File: src/rtl/opc_ext_bus_ctrl.sv
// opc_ext_bus_ctrl: shares one external SRAM port between CPU and debug requesters,
// multiplexing the 11-bit address over 8 pins (high bits on ALE) with a timed strobe.
module opc_ext_bus_ctrl #(
  parameter int WAIT_CYCLES = 2
) (
  input  logic        clk,
  input  logic        rst_n,
  input  logic        cpu_req,
  input  logic        cpu_rnw,
  input  logic [10:0] cpu_addr,
  input  logic [7:0]  cpu_wdata,
  output logic        cpu_ack,
  input  logic        dbg_req,
  input  logic        dbg_rnw,
  input  logic [10:0] dbg_addr,
  input  logic [7:0]  dbg_wdata,
  output logic        dbg_ack,
  output logic [7:0]  rdata,
  output logic        busy,
  output logic [7:0]  ext_a,
  output logic        ext_ale,
  output logic        ext_oe_n,
  output logic        ext_we_n,
  input  logic [7:0]  ext_d_in,
  output logic [7:0]  ext_d_out,
  output logic [7:0]  ext_d_oe
);
  typedef enum logic [1:0] {IDLE, ADDR_HI, STROBE, DONE} state_t;
  localparam logic [3:0] LOAD = 4'(WAIT_CYCLES - 1);
  state_t      state;
  logic        last_cpu, grant_cpu, rnw, pick_cpu;
  logic [10:0] addr, pick_addr;
  logic [7:0]  wdata;
  logic [3:0]  cnt;
  // Round-robin on a tie: the requester that did not win last time goes next.
  assign pick_cpu  = cpu_req & (~dbg_req | ~last_cpu);
  assign pick_addr = pick_cpu ? cpu_addr : dbg_addr;
  assign busy      = state != IDLE;
  always_ff @(posedge clk or negedge rst_n)
    if (!rst_n) begin
      state     <= IDLE;
      last_cpu  <= 1'b0;
      grant_cpu <= 1'b0;
      rnw       <= 1'b1;
      addr      <= '0;
      wdata     <= '0;
      cnt       <= '0;
      cpu_ack   <= 1'b0;
      dbg_ack   <= 1'b0;
      rdata     <= '0;
      ext_a     <= '0;
      ext_ale   <= 1'b0;
      ext_oe_n  <= 1'b1;
      ext_we_n  <= 1'b1;
      ext_d_out <= '0;
      ext_d_oe  <= '0;
    end else begin
      cpu_ack <= 1'b0;
      dbg_ack <= 1'b0;
      case (state)
        IDLE: if (cpu_req | dbg_req) begin
          state     <= ADDR_HI;
          grant_cpu <= pick_cpu;
          last_cpu  <= pick_cpu;
          rnw       <= pick_cpu ? cpu_rnw : dbg_rnw;
          addr      <= pick_addr;
          wdata     <= pick_cpu ? cpu_wdata : dbg_wdata;
          ext_a     <= {5'b0, pick_addr[10:8]};
          ext_ale   <= 1'b1;
        end
        ADDR_HI: begin
          state     <= STROBE;
          cnt       <= LOAD;
          ext_a     <= addr[7:0];
          ext_ale   <= 1'b0;
          ext_oe_n  <= ~rnw;
          ext_we_n  <= rnw;
          ext_d_oe  <= rnw ? 8'h00 : 8'hFF;
          ext_d_out <= rnw ? ext_d_out : wdata;
        end
        STROBE: if (cnt == 4'd0) begin
          state    <= DONE;
          rdata    <= rnw ? ext_d_in : rdata;
          ext_oe_n <= 1'b1;
          ext_we_n <= 1'b1;
          ext_d_oe <= 8'h00;
          cpu_ack  <= grant_cpu;
          dbg_ack  <= ~grant_cpu;
        end else cnt <= cnt - 4'd1;
        DONE: state <= IDLE;
      endcase
    end
endmodule
File: config.mk
export PLATFORM = sky130hd
export DESIGN_NAME = opc_ext_bus_ctrl
export DESIGN_NICKNAME = d
export VERILOG_FILES = /design/src/rtl/opc_ext_bus_ctrl.sv
export SDC_FILE = /design/constraint.sdc
export NUM_CORES = 1
export LEC_CHECK = 0
export CORE_MARGIN = 1
export CORE_UTILIZATION = 27
export CTS_CLUSTER_SIZE = 28
export DETAILED_ROUTE_END_ITERATION = 6
export SLEW_MARGIN = 20
export SYNTH_ARGS = -nofsm -noshare
export SYNTH_HDL_FRONTEND = slang
export SYNTH_SLANG_ARGS = --single-unit
export TNS_END_PERCENT = 30
File: constraint.sdc
create_clock -name clk -period 1.7 [get_ports clk]
set_input_delay 0.34 -clock clk [delete_from_list [all_inputs] [get_ports clk]]
set_output_delay 0.34 -clock clk [all_outputs]
set_load 0.02 [all_outputs]
==> summary.txt <==
Run status
  – Status: finished with violations
  – Failing checks: design-rule violations, negative hold slack

Global routing
  – Vias in the first global route: roughly 2000
  – Maximum number of pins on one net before global-route repair: between 50 and 60
  – GRT overflow: 0
  – Initial antenna violation count: 0
  – GRT Total Usage: between 10% and 20%
  – First-pass GRT wire length: between 9 and 10 mm

Finish
  – Final net count: ~370
  – Area delta synth->final: 50.2%
  – Layout cell share with drive strength beyond 1: 20.9%
  – Filler cells: about 880
  – Ant diodes: 0
  – Fin cells: between 400 and 500
  – Post-route cell area: about 3700 sq um

STA
  – Slew Viols, Final: 0
  – RSZ-0062 raised after global routing: no
  – Setup Viol. Count Final: 0
  – Setup TNS: 0 ns
  – Achievable frequency: about 600 MHz
  – Rel. slew slack: roughly four fifths
  – Setup ws final: about 0.063 ns
  – Final Hold Vio Count: 2
  – Worst hold slack: -0.00328 ns
  – Final worst path period need: about 1.6 ns
  – Worst Skew: between 0.004 and 0.005 ns
  – Tcrit/Tclk final: a little over nine tenths
  – Actual slew at the worst max-slew pin: roughly 0.32 ns

Setup path
  – Critical-path top delay cell: clkdlybuf4s50_1
  – Crit path kind: reg -> out
  – Crit path required time: 1.36 ns
  – Startpoint Class: flip-flop
  – Internal reg-to-reg setup slack: 0.08 ns
  – CP Cell Sequence: clkdlybuf4s50_1
  – Crit-path max cell delay: 0.61 ns
  – R2r endpoint: state[1]$_DFFE_PN0P_
  – CP arrival: between 1 and 1.5 ns
  – Crit path launch: ext_a[3]$_DFFE_PN0P_
  – CP Capture Type: output port
  – Critical path's top delay family: buffers and inverters
  – Last element of the critical path: ext_a[3]
  – Reg2reg start: cnt[0]$_DFFE_PN0P_
  – Reg2Reg Depth: 5
  – Worst-path maximum fanout: 2
  – WP buf/inv: 1
  – Critical Path Stages: 1

Clock network
  – Clk buf depth: 2
  – Worst skew pair latency: about 0.30 ns
  – Clock root cell: clkbuf_8
  – # clock sinks: 54
  – Hold_buf cts: 0
  – Clock-pin slew on the worst setup and hold paths: 0.10 ns
  – TritonCTS Buffers: 5
  – H-Tree Depth: 2
  – CTS tree: yes

Synth
  – Post-synth EDFFs: 0
  – Cells after synthesis: between 200 and 250
  – Syn_area_per_cell: ~12 sq um
  – Ys async rst share: 100%
  – Sequential fraction of the synthesis area: between 50% and 60%
  – Share of the synthesized area in the top cell type: about half
  – Post-synth design cell area: roughly 2500 sq um
  – Most common cell in the netlist: dfrtp_1
  – Netlist cell types: 36
  – Yosys top cell by area: dfrtp_1
  – Top post-synthesis cells by count: 51 x dfrtp_1, 22 x nand2_1, 20 x mux2i_1, 20 x o21ai_0, 17 x mux2_2
  – Synth Net Count: about 270
  – Synth Register Bits: between 50 and 60
  – Synth area leaders: dfrtp_1 52%, mux2i_1 8.1%, mux2_2 7.7%
  – Syn. warnings: 0
  – Ys flop type: dfrtp_1

Place
  – IO buf count: 89
  – Pre-CTS setup slack: -0.101 ns
  – Placer Congestion: about 0.76
  – DP HPWL: around 4.1 mm
  – Inst Count DP: a little over 400
  – Dpl cell area: 3580 sq um

Routing
  – Antenna-violating nets left: 0
  – Vias: around 1900
  – # DRC: 14
  – DR vias/cell: between 4 and 5
  – Final WL: approximately 5.5 mm
  – Routed wire length per instance: 13.1 um
  – First-pass detailed-route iteration total: 6
  – Initial DRC count: 46

Floorplanning
  – Num rows: 34
  – Die footprint: between 9000 and 10000 sq um
  – Ports: 90
  – Die W: 97.7 um
  – Core area: slightly below 9000 sq um
  – Die Span Y: 97.7 um
  – Starting Density: roughly 28%

Job
  – Maximum capacitance violations: 0

Power and ir drop
  – Maximum vdd drop: roughly 550 uV
  – Power Density: ~1700 nW/um^2
  – Leak pwr: about 1.7 nW

Hold path
  – Hold Path Class: in -> async
cells by family (layout without fill, tap and decap cells):
| family | count (synthesis) | count (layout) | synth area share (%) |
|---|---|---|---|
| and+or+nand+nor | 51 | 51 | 10.4 |
| muxes | 37 | 37 | 15.8 |
| adders and majority gates | 6 | 6 | 3.03 |
| AOI/OAI and AO/OA | 41 | 41 | 10.9 |
| DFF | 54 | 54 | 54.8 |
| buffers and inverters | 22 | 122 | 5.06 |
layer usage:
layer  track usage, %  share of wire (%)  vias up
met3             3.45                5.9        4
met5                0                  0        -
met1             16.4                 47      901
met2             19.7                 46       70
li1                 -                  -      928
met4             3.85               0.66        0
how the worst min path moves through the flow:
stage                                end  slack, ns  cells past startpoint
floorplan            addr[0]$_DFFE_PN0P_       0.04                      0
global placement       dbg_ack$_DFF_PN0_       0.36                      2
detailed placement  ext_a[2]$_DFFE_PN0P_       0.36                      2
CTS                 ext_a[4]$_DFFE_PN0P_       0.02                      2
global route        ext_a[2]$_DFFE_PN0P_       0.04                      2
finish              ext_a[2]$_DFFE_PN0P_     -0.003                      2
flip-flops by register name, summed over array words and instances (netlist names):
name / flops
ext_a: 8
rnw: 1
rdata: 8
ext_d_oe: 1
ext_ale: 1
addr: 8
cnt: 4
dbg_ack: 1
ext_d_out: 8
grant_cpu: 1
ext_we_n: 1
ext_oe_n: 1
wdata: 8
state: 2
cpu_ack: 1
cells in the final DEF (no fill, tap or decap), types with 2 or more instances in the layout:
cell,netlist,layout
nor2_1,7,7
dfstp_2,3,3
dfrtp_1,51,51
nor2b_1,6,5
buf_4,8,15
clkdlybuf4s50_1,0,75
inv_1,6,2
a21oi_1,2,2
nand3_1,4,4
nand2_1,22,22
ha_1,6,4
o31ai_1,3,3
dlygate4sd2_1,0,10
clkbuf_8,0,5
inv_2,0,4
and2_1,4,4
a221oi_1,3,3
a22o_1,5,5
o21ai_0,20,20
dlymetal6s2s_1,0,2
mux2_2,17,17
mux2i_1,20,20
buf_12,0,4
power by group:
group / leakage [nW] / switching (mW) / internal, mW
logic: 0.998 / 1.61 / 1.68
registers: 0.662 / 0.349 / 1.91
clock network: 0.0585 / 0.435 / 0.442
area by class of cell:
type | instances | area (sq um) | area share, %
multi-input cells | 135 | 1020 | 27.6
repair buffers | 108 | 1070 | 28.7
flip-flops and latches | 54 | 1360 | 36.5
inverters | 6 | 22.5 | 0.606
clock inverters | 3 | 43.8 | 1.18
clock buffers | 5 | 68.8 | 1.85
well taps | 108 | 135 | 3.64
metrics by stage:
stage	power (mW)	utilization [%]
6_report	6.42	42.2
2_1_floorplan	4.20	-
4_1_cts	6.44	41.8
5_1_grt	6.93	42.2
3_5_place_dp	5.62	40.7
3_3_place_gp	5.54	40.7
timing repair:
item	CTS	global route
resized for setup	12	13
pin swaps	0	1
buffers inserted	0	1
endpoints found under the setup margin	11	13
Power figures use the tool's default switching activity.
